===== config.mk =====
export PLATFORM = sky130hd
export DESIGN_NAME = biquad8_pole_coeff_loader
export DESIGN_NICKNAME = d
export VERILOG_FILES = /design/src/rtl/biquad8_pole_coeff_loader.sv
export SDC_FILE = /design/constraint.sdc
export NUM_CORES = 1
export LEC_CHECK = 0
export ABC_AREA = 1
export BUFFER_PORTS_ARGS = -buffer_cell sky130_fd_sc_hd__buf_2
export CAP_MARGIN = 0
export CORE_UTILIZATION = 65
export DETAILED_ROUTE_END_ITERATION = 12
export PLACE_DENSITY = 0.85
export SLEW_MARGIN = 15
export SYNTH_ARGS = -nofsm -noshare
export SYNTH_HDL_FRONTEND = slang
export SYNTH_SLANG_ARGS = --single-unit

===== constraint.sdc =====
create_clock -name clk -period 7.6 [get_ports clk]
set_input_delay 0.76 -clock clk [delete_from_list [all_inputs] [get_ports clk]]
set_output_delay 0.76 -clock clk [all_outputs]
set_load 0.02 [all_outputs]

===== src/rtl/biquad8_pole_coeff_loader.sv =====
// Shadow coefficient bank and serial loader for the 8-sample biquad pole IIR.
// Shifts a snapshot down the DSP B-cascade tail-first, then pulses update.
module biquad8_pole_coeff_loader #(
  parameter int NCOEFF     = 4,
  parameter int ADDR_BITS  = 2,
  parameter int COEFF_BITS = 18
) (
  input  logic                  clk,
  input  logic                  rst_n,
  input  logic                  cfg_wr_i,
  input  logic [ADDR_BITS-1:0]  cfg_addr_i,
  input  logic [COEFF_BITS-1:0] cfg_dat_i,
  input  logic                  commit_i,
  output logic                  busy_o,
  output logic                  done_o,
  output logic [COEFF_BITS-1:0] coeff_dat_o,
  output logic                  coeff_wr_o,
  output logic                  coeff_update_o
);

  localparam int IW = (NCOEFF > 1) ? $clog2(NCOEFF) : 1;
  localparam logic [IW-1:0] LAST = IW'(NCOEFF - 1);
  localparam logic [ADDR_BITS:0] NC = (ADDR_BITS + 1)'(NCOEFF);

  typedef enum logic [1:0] {
    IDLE,
    SHIFT,
    UPDATE,
    DONE
  } state_t;

  state_t state;
  state_t state_nxt;

  logic [COEFF_BITS-1:0] shadow     [NCOEFF];
  logic [COEFF_BITS-1:0] shadow_nxt [NCOEFF];
  logic [COEFF_BITS-1:0] work       [NCOEFF];
  logic [COEFF_BITS-1:0] work_nxt   [NCOEFF];

  logic [IW-1:0]         idx;
  logic [IW-1:0]         idx_nxt;
  logic                  pending;
  logic                  pending_nxt;
  logic                  busy_nxt;
  logic                  done_nxt;
  logic                  wr_nxt;
  logic                  upd_nxt;
  logic [COEFF_BITS-1:0] dat_nxt;
  logic                  wr_hit;

  assign wr_hit = cfg_wr_i && ({1'b0, cfg_addr_i} < NC);

  // Snapshot sees a write made in the same cycle.
  always_comb begin
    for (int i = 0; i < NCOEFF; i++) begin
      shadow_nxt[i] = shadow[i];
    end
    if (wr_hit) begin
      shadow_nxt[cfg_addr_i] = cfg_dat_i;
    end
  end

  always_comb begin
    state_nxt   = state;
    idx_nxt     = idx;
    pending_nxt = pending;
    busy_nxt    = 1'b0;
    done_nxt    = 1'b0;
    wr_nxt      = 1'b0;
    upd_nxt     = 1'b0;
    dat_nxt     = coeff_dat_o;
    for (int i = 0; i < NCOEFF; i++) begin
      work_nxt[i] = work[i];
    end
    unique case (state)
      IDLE: begin
        if (commit_i || pending) begin
          for (int i = 0; i < NCOEFF; i++) begin
            work_nxt[i] = shadow_nxt[i];
          end
          pending_nxt = 1'b0;
          idx_nxt     = LAST;
          state_nxt   = SHIFT;
          busy_nxt    = 1'b1;
          wr_nxt      = 1'b1;
          dat_nxt     = shadow_nxt[NCOEFF-1];
        end
      end
      SHIFT: begin
        pending_nxt = pending | commit_i;
        busy_nxt    = 1'b1;
        if (idx != '0) begin
          idx_nxt = idx - IW'(1);
          wr_nxt  = 1'b1;
          dat_nxt = work[idx_nxt];
        end else begin
          state_nxt = UPDATE;
          upd_nxt   = 1'b1;
        end
      end
      UPDATE: begin
        pending_nxt = pending | commit_i;
        state_nxt   = DONE;
        done_nxt    = 1'b1;
      end
      DONE: begin
        pending_nxt = pending | commit_i;
        state_nxt   = IDLE;
      end
      default: begin
        state_nxt = IDLE;
      end
    endcase
  end

  always_ff @(posedge clk) begin
    if (!rst_n) begin
      state          <= IDLE;
      idx            <= '0;
      pending        <= 1'b0;
      busy_o         <= 1'b0;
      done_o         <= 1'b0;
      coeff_wr_o     <= 1'b0;
      coeff_update_o <= 1'b0;
      coeff_dat_o    <= '0;
      for (int i = 0; i < NCOEFF; i++) begin
        shadow[i] <= '0;
        work[i]   <= '0;
      end
    end else begin
      state          <= state_nxt;
      idx            <= idx_nxt;
      pending        <= pending_nxt;
      busy_o         <= busy_nxt;
      done_o         <= done_nxt;
      coeff_wr_o     <= wr_nxt;
      coeff_update_o <= upd_nxt;
      coeff_dat_o    <= dat_nxt;
      for (int i = 0; i < NCOEFF; i++) begin
        shadow[i] <= shadow_nxt[i];
        work[i]   <= work_nxt[i];
      end
    end
  end

endmodule


==> summary.md <==
| Metric | Value |
|---|---|
| Setup-failing EPs final | `0` |
| Skew-Pair Late Insertion Delay | `roughly 0.54 ns` |
| XOR/XNOR Fraction of Synth Area | `0` |
| Worst hold path class | `in -> reg` |
| DR vias | `5879` |
| Clk_skew | `between 0.007 and 0.008 ns` |
| Kind of critical path | `reg -> reg` |
| Wire per inst | `15.5 um` |
| Mux contribution to synthesized area | `0` |
| Worst Path Buf+Inv | `3` |
| Synth Area in Compound Gates | `0.0679` |
| Boundary Pins | `46` |
| Synth Area in Simple Gates | `0.277` |
| Dpl hpwl | `10200 um` |
| Crit path to | `coeff_dat_o[2]$_SDFFE_PN0P_` |
| Synth area leaders | `edfxtp_1 (30%), dfxtp_1 (28%), nor2_1 (11%), nand2_1 (9.4%), o21ai_0 (4.5%)` |
| Crit path top cell by count | `nor2_1` |
| RePlAce Congestion | `0.906` |
| Crit path DAT | `4.03 ns` |
| Post-synthesis register bit count | `171` |
| Commonest non-fill, non-tap cell in the layout | `nor2_1` |
| Final Hold Viols | `0` |
| Worst EP required | `~8 ns` |
| Yosys cell types | `23` |
| Crit path depth | `9` |
| Worst path max stage delay | `roughly 0.97 ns` |
| Initial antenna violation count | `0` |
| Starting DRC count in detailed routing | `590` |
| Tcrit/Tclk final | `0.468` |
| Sequential area share after synthesis | `0.580` |
| Antenna diode count | `0` |
| Max Freq | `281 MHz` |
| Synth area leader | `edfxtp_1` |
| Reg2Reg Launch Point | `idx[0]$_SDFFE_PN0P_` |
| VDD IR max | `approximately 0.22 mV` |
| Hold-fix buffers at CTS | `0` |
| R2r endpoint | `coeff_dat_o[2]$_SDFFE_PN0P_` |
| Cts repair resizes | `0` |
| Gate Count Post-Synth | `855` |
| Met1 Resource Use GR | `0.420` |
| Worst R2R Path Depth | `9` |
| Grt ovf | `0` |
| Clk slew on worst S/H paths | `0.06 ns` |
| Starting Density | `0.680` |
| Critical Path Start Type | `flop` |
| CTS tree | `done` |
| Setup tns final | `0 ns` |
| Buffer count from post-CTS setup fixing | `0` |
| Slew Viols, Final | `0` |
| Pre-CTS worst setup slack | `4.20 ns` |
| Total routed wirelength | `15800 um` |
| PwrDens | `378 nW/um^2` |
| Static leakage | `3.36 nW` |
| Mapped cell area | `7150 um^2` |
| Cts bufs inserted | `17` |
| Share of cells above drive strength 1 | `0.112` |
| GRT met2 Usage | `0.449` |
| Core ar. | `10500 um^2` |
| Final instance count without filler cells | `1022` |
| Placed insts | `990` |
| R2R Setup Slk | `4.04 ns` |
| Global-route wire length before repair | `26000 um` |
| Main combinational cell family by area after synthesis | `simple AND/OR/NAND/NOR gates` |
| Crit path launch | `idx[0]$_SDFFE_PN0P_` |
| Total power | `approximately 3 mW` |
| All-layer global routing usage | `0.298` |
| Clock Path Buffers | `2` |
| IO buf count | `45` |
| Syn Nets | `885` |
| Final ANT Viol Nets | `0` |
| Cell Rows | `37` |
| Vias/cell | `5.75` |
| Largest net degree at the start of global routing | `55` |
| Met3 capacity usage during global routing | `0.0784` |
| Crit-path leading delay family | `buffers and inverters` |
| Root buffer cell | `clkbuf_8` |
| Slew @ Worst Pin | `around 1.2 ns` |
| Syn_area_per_cell | `8.36 um^2` |
| Max-capacitance violation count | `0` |
| Final WS setup | `roughly 4.0 ns` |
| Clock sink count | `171` |
| RSZ-0062 raised after global routing | `no` |
| Slew headroom | `0.228` |
| Area growth, synth to finish | `9.66%` |
| Top cell type's share of synthesized area | `0.302` |
| Worst Setup End Kind | `flop` |
| Period minus WS final | `between 3 and 4 ns` |
| Status | `complete, no violations` |
| Die footprint | `11400 um^2` |
| Synth Area in Adders | `0.0105` |
| 1st-pass router iterations | `5` |
| Busiest grt layer | `met2` |
| Cells along the critical path | `buf_4 -> inv_1 -> ha_1 -> clkinv_1 -> nand2_1 -> a21oi_1 -> nor2_1 -> nor2_1 -> nor2_1` |
| Vias in the first global route | `5284` |
| Nets@finish | `903` |
| Residual DRC | `0` |
| Commonest non-fill, non-tap cells in the layout | `nor2_1 (202), nand2_1 (178), dfxtp_1 (99)` |
| YS warnings | `0` |
| H-Tree Depth | `4` |
| Crit-path max FO | `38` |
| CP max-delay cell | `ha_1` |
| Die height | `approximately 110 um` |
| Die W | `107 um` |
-- stage by stage --
stage | hold WS, ns | instance area, um^2 | utilization
6_report | 0.473 | 7840 | 0.746
5_1_grt | 0.489 | 7840 | 0.746
4_1_cts | 0.462 | 7840 | 0.746
3_5_place_dp | 0.488 | 7310 | 0.696
3_3_place_gp | 0.474 | 7310 | 0.696
2_1_floorplan | 0.459 | 7150 | -
-- tightest hold or removal path, stage by stage --
cell    delay [ns]
buf_2         0.09
nor2_1        0.05
nor2_1        0.09
-- final cells by class --
| class | instances | area [um^2] |
|---|---|---|
| fillers | 729 | 2670 |
| clock inverters | 9 | 72.6 |
| inverters | 53 | 199 |
| multi-input cells | 581 | 2540 |
| flip-flops and latches | 171 | 4140 |
| clock buffers | 23 | 457 |
| repair buffers | 49 | 255 |
| well taps | 136 | 170 |
-- logic make-up (layout without fill, tap and decap cells) --
| kind of cell | count (synthesis) | after routing |
|---|---|---|
| buf+inv | 103 | 134 |
| simple gates | 478 | 478 |
| compound gates | 97 | 97 |
| flops | 171 | 171 |
| fa+ha+maj | 6 | 6 |
-- registers in the layout, indices dropped and copies added, names as in the netlist --
register / flops
idx: 2
shadow: 72
work: 72
busy_o: 1
coeff_dat_o: 18
coeff_wr_o: 1
state: 2
coeff_update_o: 1
done_o: 1
pending: 1
-- how the worst min path moves through the flow --
stage	from	endpoint	slack [ns]	depth (start not counted)
after floorplan	shadow[2][0]$_SDFF_PN0_	shadow[2][0]$_SDFF_PN0_	0.46	2
after global placement	shadow[1][12]$_SDFF_PN0_	shadow[1][12]$_SDFF_PN0_	0.47	2
after detailed placement	shadow[1][15]$_SDFF_PN0_	shadow[1][15]$_SDFF_PN0_	0.49	2
after CTS	cfg_dat_i[12]	shadow[0][12]$_SDFF_PN0_	0.46	3
after global routing	cfg_dat_i[16]	shadow[0][16]$_SDFF_PN0_	0.49	3
final	cfg_dat_i[9]	shadow[0][9]$_SDFF_PN0_	0.47	3
-- synth_stat cells (all sizes together) --
master  instances
nor2          206
nand2         190
dfxtp          99
o21ai          76
edfxtp         72
inv            52
nand3          38
buf            32
nor3           26
a21oi          21
clkbuf         18
nand4          18
ha              6
clkinv          1
-- layer usage --
metal	wire, um	up-vias
met5	0	-
met2	7140	323
met4	272	0
met3	1670	29
met1	6730	2714
li1	-	2813
-- report_power, final --
part / switching (mW) / total (mW) / leakage, nW / internal (mW)
clock: 0.333 / 0.781 / 0.265 / 0.448
combinational: 0.708 / 0.980 / 1.51 / 0.272
sequential: 0.0593 / 1.20 / 1.59 / 1.15
total: 1.10 / 2.97 / 3.36 / 1.87
No activity file was read; power rests on OpenSTA's default activity.
